### config.mk
export PLATFORM = sky130hd
export DESIGN_NAME = svi_sdram_arbiter
export DESIGN_NICKNAME = d
export VERILOG_FILES = /design/src/rtl/svi_sdram_pkg.sv /design/src/rtl/svi_sdram_prio.sv /design/src/rtl/svi_sdram_arbiter.sv
export SDC_FILE = /design/constraint.sdc
export NUM_CORES = 1
export LEC_CHECK = 0
export ABC_AREA = 0
export BUFFER_PORTS_ARGS = -buffer_cell sky130_fd_sc_hd__buf_2
export CAP_MARGIN = 5
export CORE_MARGIN = 5
export CORE_UTILIZATION = 47
export DETAILED_ROUTE_END_ITERATION = 10
export GPL_TIMING_DRIVEN = 1
export PLACE_DENSITY = 0.78
export SYNTH_ARGS = -nofsm -noshare
export SYNTH_HDL_FRONTEND = slang
export SYNTH_SLANG_ARGS = --single-unit
### constraint.sdc
create_clock -name clk_i -period 1.8 [get_ports clk_i]
set_input_delay 0.09 -clock clk_i [delete_from_list [all_inputs] [get_ports clk_i]]
set_output_delay 0.09 -clock clk_i [all_outputs]
set_load 0.03 [all_outputs]
### src/rtl/svi_sdram_pkg.sv
// svi_sdram_pkg: shared types and constants for the SVI-328 SDRAM arbiter
package svi_sdram_pkg;
  typedef enum logic [1:0] {IDLE, ISSUE, GUARD, WAIT} arb_state_t;
  typedef enum logic [1:0] {REQ_DL, REQ_CPU, REQ_CAS} req_id_t;
  localparam int CAS_AGE_W = 8;
endpackage

### src/rtl/svi_sdram_prio.sv
// svi_sdram_prio: combinational winner select, dl > aged cas > cpu > cas
module svi_sdram_prio
  import svi_sdram_pkg::*;
(
  input  logic    dl_i,
  input  logic    cpu_i,
  input  logic    cas_i,
  input  logic    aged_i,
  output req_id_t id_o,
  output logic    valid_o
);
  // an aged cassette jumps ahead of the CPU but never ahead of download
  always_comb begin
    valid_o = dl_i | cpu_i | cas_i;
    id_o    = dl_i ? REQ_DL : (cas_i && aged_i) ? REQ_CAS : cpu_i ? REQ_CPU : REQ_CAS;
  end
endmodule

### src/rtl/svi_sdram_arbiter.sv
// svi_sdram_arbiter: shares the single SDRAM byte port among download, CPU and cassette
module svi_sdram_arbiter
  import svi_sdram_pkg::*;
#(
  parameter int                ADDR_W       = 20,
  parameter logic [ADDR_W-1:0] CAS_BASE     = 20'h40000,
  parameter int                CAS_MAX_WAIT = 64
) (
  input  logic              clk_i,
  input  logic              reset_n_i,
  input  logic              dl_req_i,
  input  logic [ADDR_W-1:0] dl_addr_i,
  input  logic [7:0]        dl_din_i,
  output logic              dl_ack_o,
  output logic              dl_wait_o,
  input  logic              cpu_req_i,
  input  logic              cpu_we_i,
  input  logic [17:0]       cpu_addr_i,
  input  logic [7:0]        cpu_din_i,
  output logic [7:0]        cpu_dout_o,
  output logic              cpu_ack_o,
  input  logic              cas_req_i,
  input  logic [17:0]       cas_addr_i,
  output logic [7:0]        cas_dout_o,
  output logic              cas_ack_o,
  output logic [ADDR_W-1:0] sdram_addr_o,
  output logic [7:0]        sdram_din_o,
  output logic              sdram_rd_o,
  output logic              sdram_we_o,
  input  logic [7:0]        sdram_dout_i,
  input  logic              sdram_ready_i
);
  arb_state_t             state_q, state_d;
  req_id_t                id_q, win_id;
  logic                   win_v, grant, done, we_q, dl_done_q, aged, cas_busy;
  logic                   win_we;
  logic [ADDR_W-1:0]      addr_q, win_addr;
  logic [7:0]             din_q, win_din, cpu_dout_q, cas_dout_q;
  logic [CAS_AGE_W-1:0]   cas_age_q, cas_age_d;

  svi_sdram_prio u_prio (
    .dl_i    (dl_req_i && !dl_done_q),
    .cpu_i   (cpu_req_i),
    .cas_i   (cas_req_i),
    .aged_i  (aged),
    .id_o    (win_id),
    .valid_o (win_v)
  );

  assign aged         = cas_age_q >= CAS_AGE_W'(CAS_MAX_WAIT);
  assign grant        = state_q == IDLE && sdram_ready_i && win_v;
  assign done         = state_q == WAIT && sdram_ready_i;
  assign cas_busy     = (grant && win_id == REQ_CAS) || (state_q != IDLE && id_q == REQ_CAS);
  assign dl_ack_o     = done && id_q == REQ_DL;
  assign cpu_ack_o    = done && id_q == REQ_CPU;
  assign cas_ack_o    = done && id_q == REQ_CAS;
  assign dl_wait_o    = dl_req_i && !dl_done_q;
  assign sdram_rd_o   = state_q == ISSUE && !we_q;
  assign sdram_we_o   = state_q == ISSUE && we_q;
  assign sdram_addr_o = addr_q;
  assign sdram_din_o  = din_q;
  assign cpu_dout_o   = cpu_dout_q;
  assign cas_dout_o   = cas_dout_q;

  // winner's command fields, cassette offset rebased into the tape region
  always_comb begin
    win_addr = win_id == REQ_DL ? dl_addr_i : win_id == REQ_CPU ? ADDR_W'(cpu_addr_i) : CAS_BASE + ADDR_W'(cas_addr_i);
    win_din  = win_id == REQ_DL ? dl_din_i : cpu_din_i;
    win_we   = win_id == REQ_DL || (win_id == REQ_CPU && cpu_we_i);
    cas_age_d = (!cas_req_i || cas_busy) ? '0 : (&cas_age_q) ? cas_age_q : cas_age_q + 1'b1;
  end

  // command sequencing; GUARD skips the controller's late ready drop
  always_comb begin
    state_d = state_q;
    case (state_q)
      IDLE:    state_d = grant ? ISSUE : IDLE;
      ISSUE:   state_d = GUARD;
      GUARD:   state_d = WAIT;
      default: state_d = sdram_ready_i ? IDLE : WAIT;
    endcase
  end

  // state, latched command, read data, aging and download-done registers
  always_ff @(posedge clk_i or negedge reset_n_i) begin
    if (!reset_n_i) begin
      state_q    <= IDLE;
      id_q       <= REQ_DL;
      addr_q     <= '0;
      din_q      <= '0;
      we_q       <= 1'b0;
      cpu_dout_q <= '0;
      cas_dout_q <= '0;
      cas_age_q  <= '0;
      dl_done_q  <= 1'b0;
    end else begin
      state_q   <= state_d;
      cas_age_q <= cas_age_d;
      dl_done_q <= dl_req_i && (dl_done_q || dl_ack_o);
      if (grant) begin
        id_q   <= win_id;
        addr_q <= win_addr;
        din_q  <= win_din;
        we_q   <= win_we;
      end
      if (cpu_ack_o && !we_q) cpu_dout_q <= sdram_dout_i;
      if (cas_ack_o) cas_dout_q <= sdram_dout_i;
    end
  end
endmodule

==> impl_results.md <==
- Mean Syn Cell Area: 9.58 um^2
- Hold path depth: 3
- Max Cap Violations: 0
- IO Port Bufs: 136
- Initial DRC Count: 136
- Critical path buffers and inverters: 2
- R2r endpoint: cpu_dout_o[0]$_DFFE_PN0P_
- GPL Wtd Cong: 0.810
- Setup Skew: 0.00798 ns
- Distinct cells, synth: 43
- Net count of the finished layout: 555
- Clock-pin slew reported for the worst setup and hold paths after clock tree synthesis: 0.06 ns
- Worst Hold Path EP: sdram_din_o[3]$_DFFE_PN0P_
- Die boundary height: 88.5 um
- Horiz. Die Dim: 88.5 um
- Achievable Freq: 593 MHz
- Slowest Stage Delay on Critical Path: 0.42 ns
- Biggest area consumer among synthesized cells: dfrtp_1
- Overall power: 6.32 mW
- Ports: 137
- Maximum clock path buffer count: 2
- R2r startpoint: state_q[0]$_DFF_PN0_
- GR Util All Layers: 22.6%
- Share of post-route cells with drive strength above 1: 42.1%
- Antenna-violating nets left: 0
- Critical hold path startpoint: dl_din_i[3]
- Final Hold Vio Count: 0
- Synth warn: 0
- Critical Path Slowest Stage Cell: dfrtp_1
- DRC: 0
- Congestion Overflow GR: 0
- Worst EP arrival: 1.60 ns
- Crit. End Element: output port
- Clock Root Buffer: clkbuf_8
- Slew HR: 63.8%
- Top cell type's share of synthesized area: 50.2%
- Status: complete, no violations
- DR WL/cell: 15.1 um
- Flop2flop setup slack: 0.12 ns
- Worst Tran Pin Value: 0.541 ns
- Initial core utilization: 48.6%
- Clock latency on the worst-skew pair: 0.33 ns
- Post-Syn Area: 2890 um^2
- CP cell instances: ha_1 -> nand4b_1 -> clkinvlp_4 -> buf_2
- Vias in the first global route: 2925
- Vias: 2828
- CP required: 1.71 ns
- Area Growth Syn to Fin: 42.9%
- Final Max Tran Viols: 0
- Final period util: 93.7%
- CTS tree: built
- Register-to-Register Path Depth: 6
- Post-route minimum period: 1.69 ns
- Initial antenna violation count: 0
- Most frequent cells in the layout: 136 x buf_2, 66 x nand2_1, 58 x dfrtp_1
- Worst Hold Class: in2reg
- Seq cells post-synth: 58
- RSZ-0062 raised after global routing: no
- CTS buffer count: 9
- Post-Synthesis Cells: 302
- Router iterations before antenna repair: 4
- Row count: 28
- TritonCTS Sinks: 58
- Vias per Instance: 5.21
- Hold WS: 0.0167 ns
- Htree depth: 3
- Post-layout util: 69.4%
- Synth area leaders: dfrtp_1 50%, nand2_1 8.6%, o21ai_0 6.6%
- Core Region: 5960 um^2
- Post-DP HPWL: 5960 um
- Crit-path leading delay family: buffers and inverters
- Setup TNS: 0 ns
- Post-synthesis net count: 394
- First-pass GRT wire length: 13600 um
- Kind of critical path: reg2out
- Setup Viol. Count Final: 0
- Post-synthesis sequential area ratio: 50.2%
- CP startpoint kind: flop
- WL final: 8190 um
- Max FO, Critical Path: 9
- Die ar.: 7830 um^2
- Largest net degree at the start of global routing: 59
- Number of antenna cells inserted: 0
- Commonest non-fill, non-tap cell in the layout: buf_2
- Leakage: 2.10 nW
- Power per Cell Area: 1530 nW/um^2
- Max VDD drop: 0.000844 V
[registers in the layout, indices dropped and copies added (netlist names)]
signal,flops
sdram_addr_o,20
dl_done_q,1
cas_dout_o,8
id_q,2
cpu_dout_o,8
sdram_din_o,8
we_q,1
cas_age_q,8
state_q,2
[worst reg2reg max path: cells and delay by family (launching register included)]
| family | cells | cell delay (ns) |
|---|---|---|
| simple gates | 3 | 0.46 |
| fa+ha+maj | 1 | 0.19 |
| mux | 1 | 0.34 |
| buf+inv | 1 | 0.16 |
| flops | 1 | 0.41 |
[cells by family after synthesis]
family	share of synthesized area (%)
flip-flops	50.2
XOR/XNOR	0.303
AND/OR/NAND/NOR	21.3
adder cells (fa/ha/maj)	2.16
multiplexers	3.46
AO/OA/AOI/OAI	19.2
buffers and inverters	3.46
[cells in the mapped netlist, drive strengths merged]
library cell   n
nand2         66
mux2           8
a21oi          2
and3          17
o2bb2ai        2
and2           4
o21ai         40
nand3          5
clkinv         1
inv            5
a31oi         11
nor2          19
o21a           1
clkbuf         8
a311oi         2
nor4b          1
o311a          1
nor3b          2
xor2           1
nand4          1
dfrtp         58
o311ai         2
a211oi        19
nand4b         1
or3b           1
nor3           5
buf            8
ha             5
a21o           1
nor2b          2
mux2i          1
nand2b         2
[worst max-delay path by stage]
stage / to / slack (ns) / depth (start not counted) / start
floorplan: cpu_dout_o[0]$_DFFE_PN0P_ / 0.008 / 6 / state_q[0]$_DFF_PN0_
global placement: cas_age_q[6]$_DFFE_PN0P_ / 0.16 / 6 / state_q[0]$_DFF_PN0_
detailed placement: sdram_addr_o[1]$_DFFE_PN0P_ / 0.11 / 6 / state_q[1]$_DFF_PN0_
CTS: sdram_addr_o[4]$_DFFE_PN0P_ / 0.05 / 6 / state_q[1]$_DFF_PN0_
global route: cpu_dout_o[4]$_DFFE_PN0P_ / 0.0003 / 6 / state_q[0]$_DFF_PN0_
finish: cas_ack_o / 0.11 / 4 / state_q[0]$_DFF_PN0_
[cell type report]
class	count	area (um^2)
fillers	506	1820
flip-flops and latches	58	1450
multi-input cells	222	1360
repair buffers	166	988
clock buffers	11	141
well taps	75	93.8
clock inverters	5	77.6
inverters	6	26.3
[layer usage]
layer	up-vias	global-route usage [%]	wire [um]
met5	-	0	0
met4	0	10.2	147
met3	14	6.05	635
met2	108	38.1	3950
met1	1316	26.9	3460
li1	1390	-	-
[through the flow]
stage,cell area [um^2],setup WS [ns],cells
6_report,4140,0.114,543
5_1_grt,4140,0.000257,543
4_1_cts,4120,0.0512,543
3_5_place_dp,3720,0.109,509
3_3_place_gp,3720,0.161,509
2_1_floorplan,2900,0.00767,302
[where the power goes]
group	leakage, nW	internal [mW]	switching (mW)
registers	0.731	1.84	0.333
logic	1.26	0.949	1.89
clock network	0.109	0.812	0.498
total	2.10	3.60	2.72
[timing repair]
item | CTS | global route
endpoints found under the hold margin | 74 | 0
hold buffers | 18 | 0
endpoints found under the setup margin | 0 | 11
resized for setup | 0 | 3
buffers inserted | 0 | 0
(Power assumes the default switching activity.)
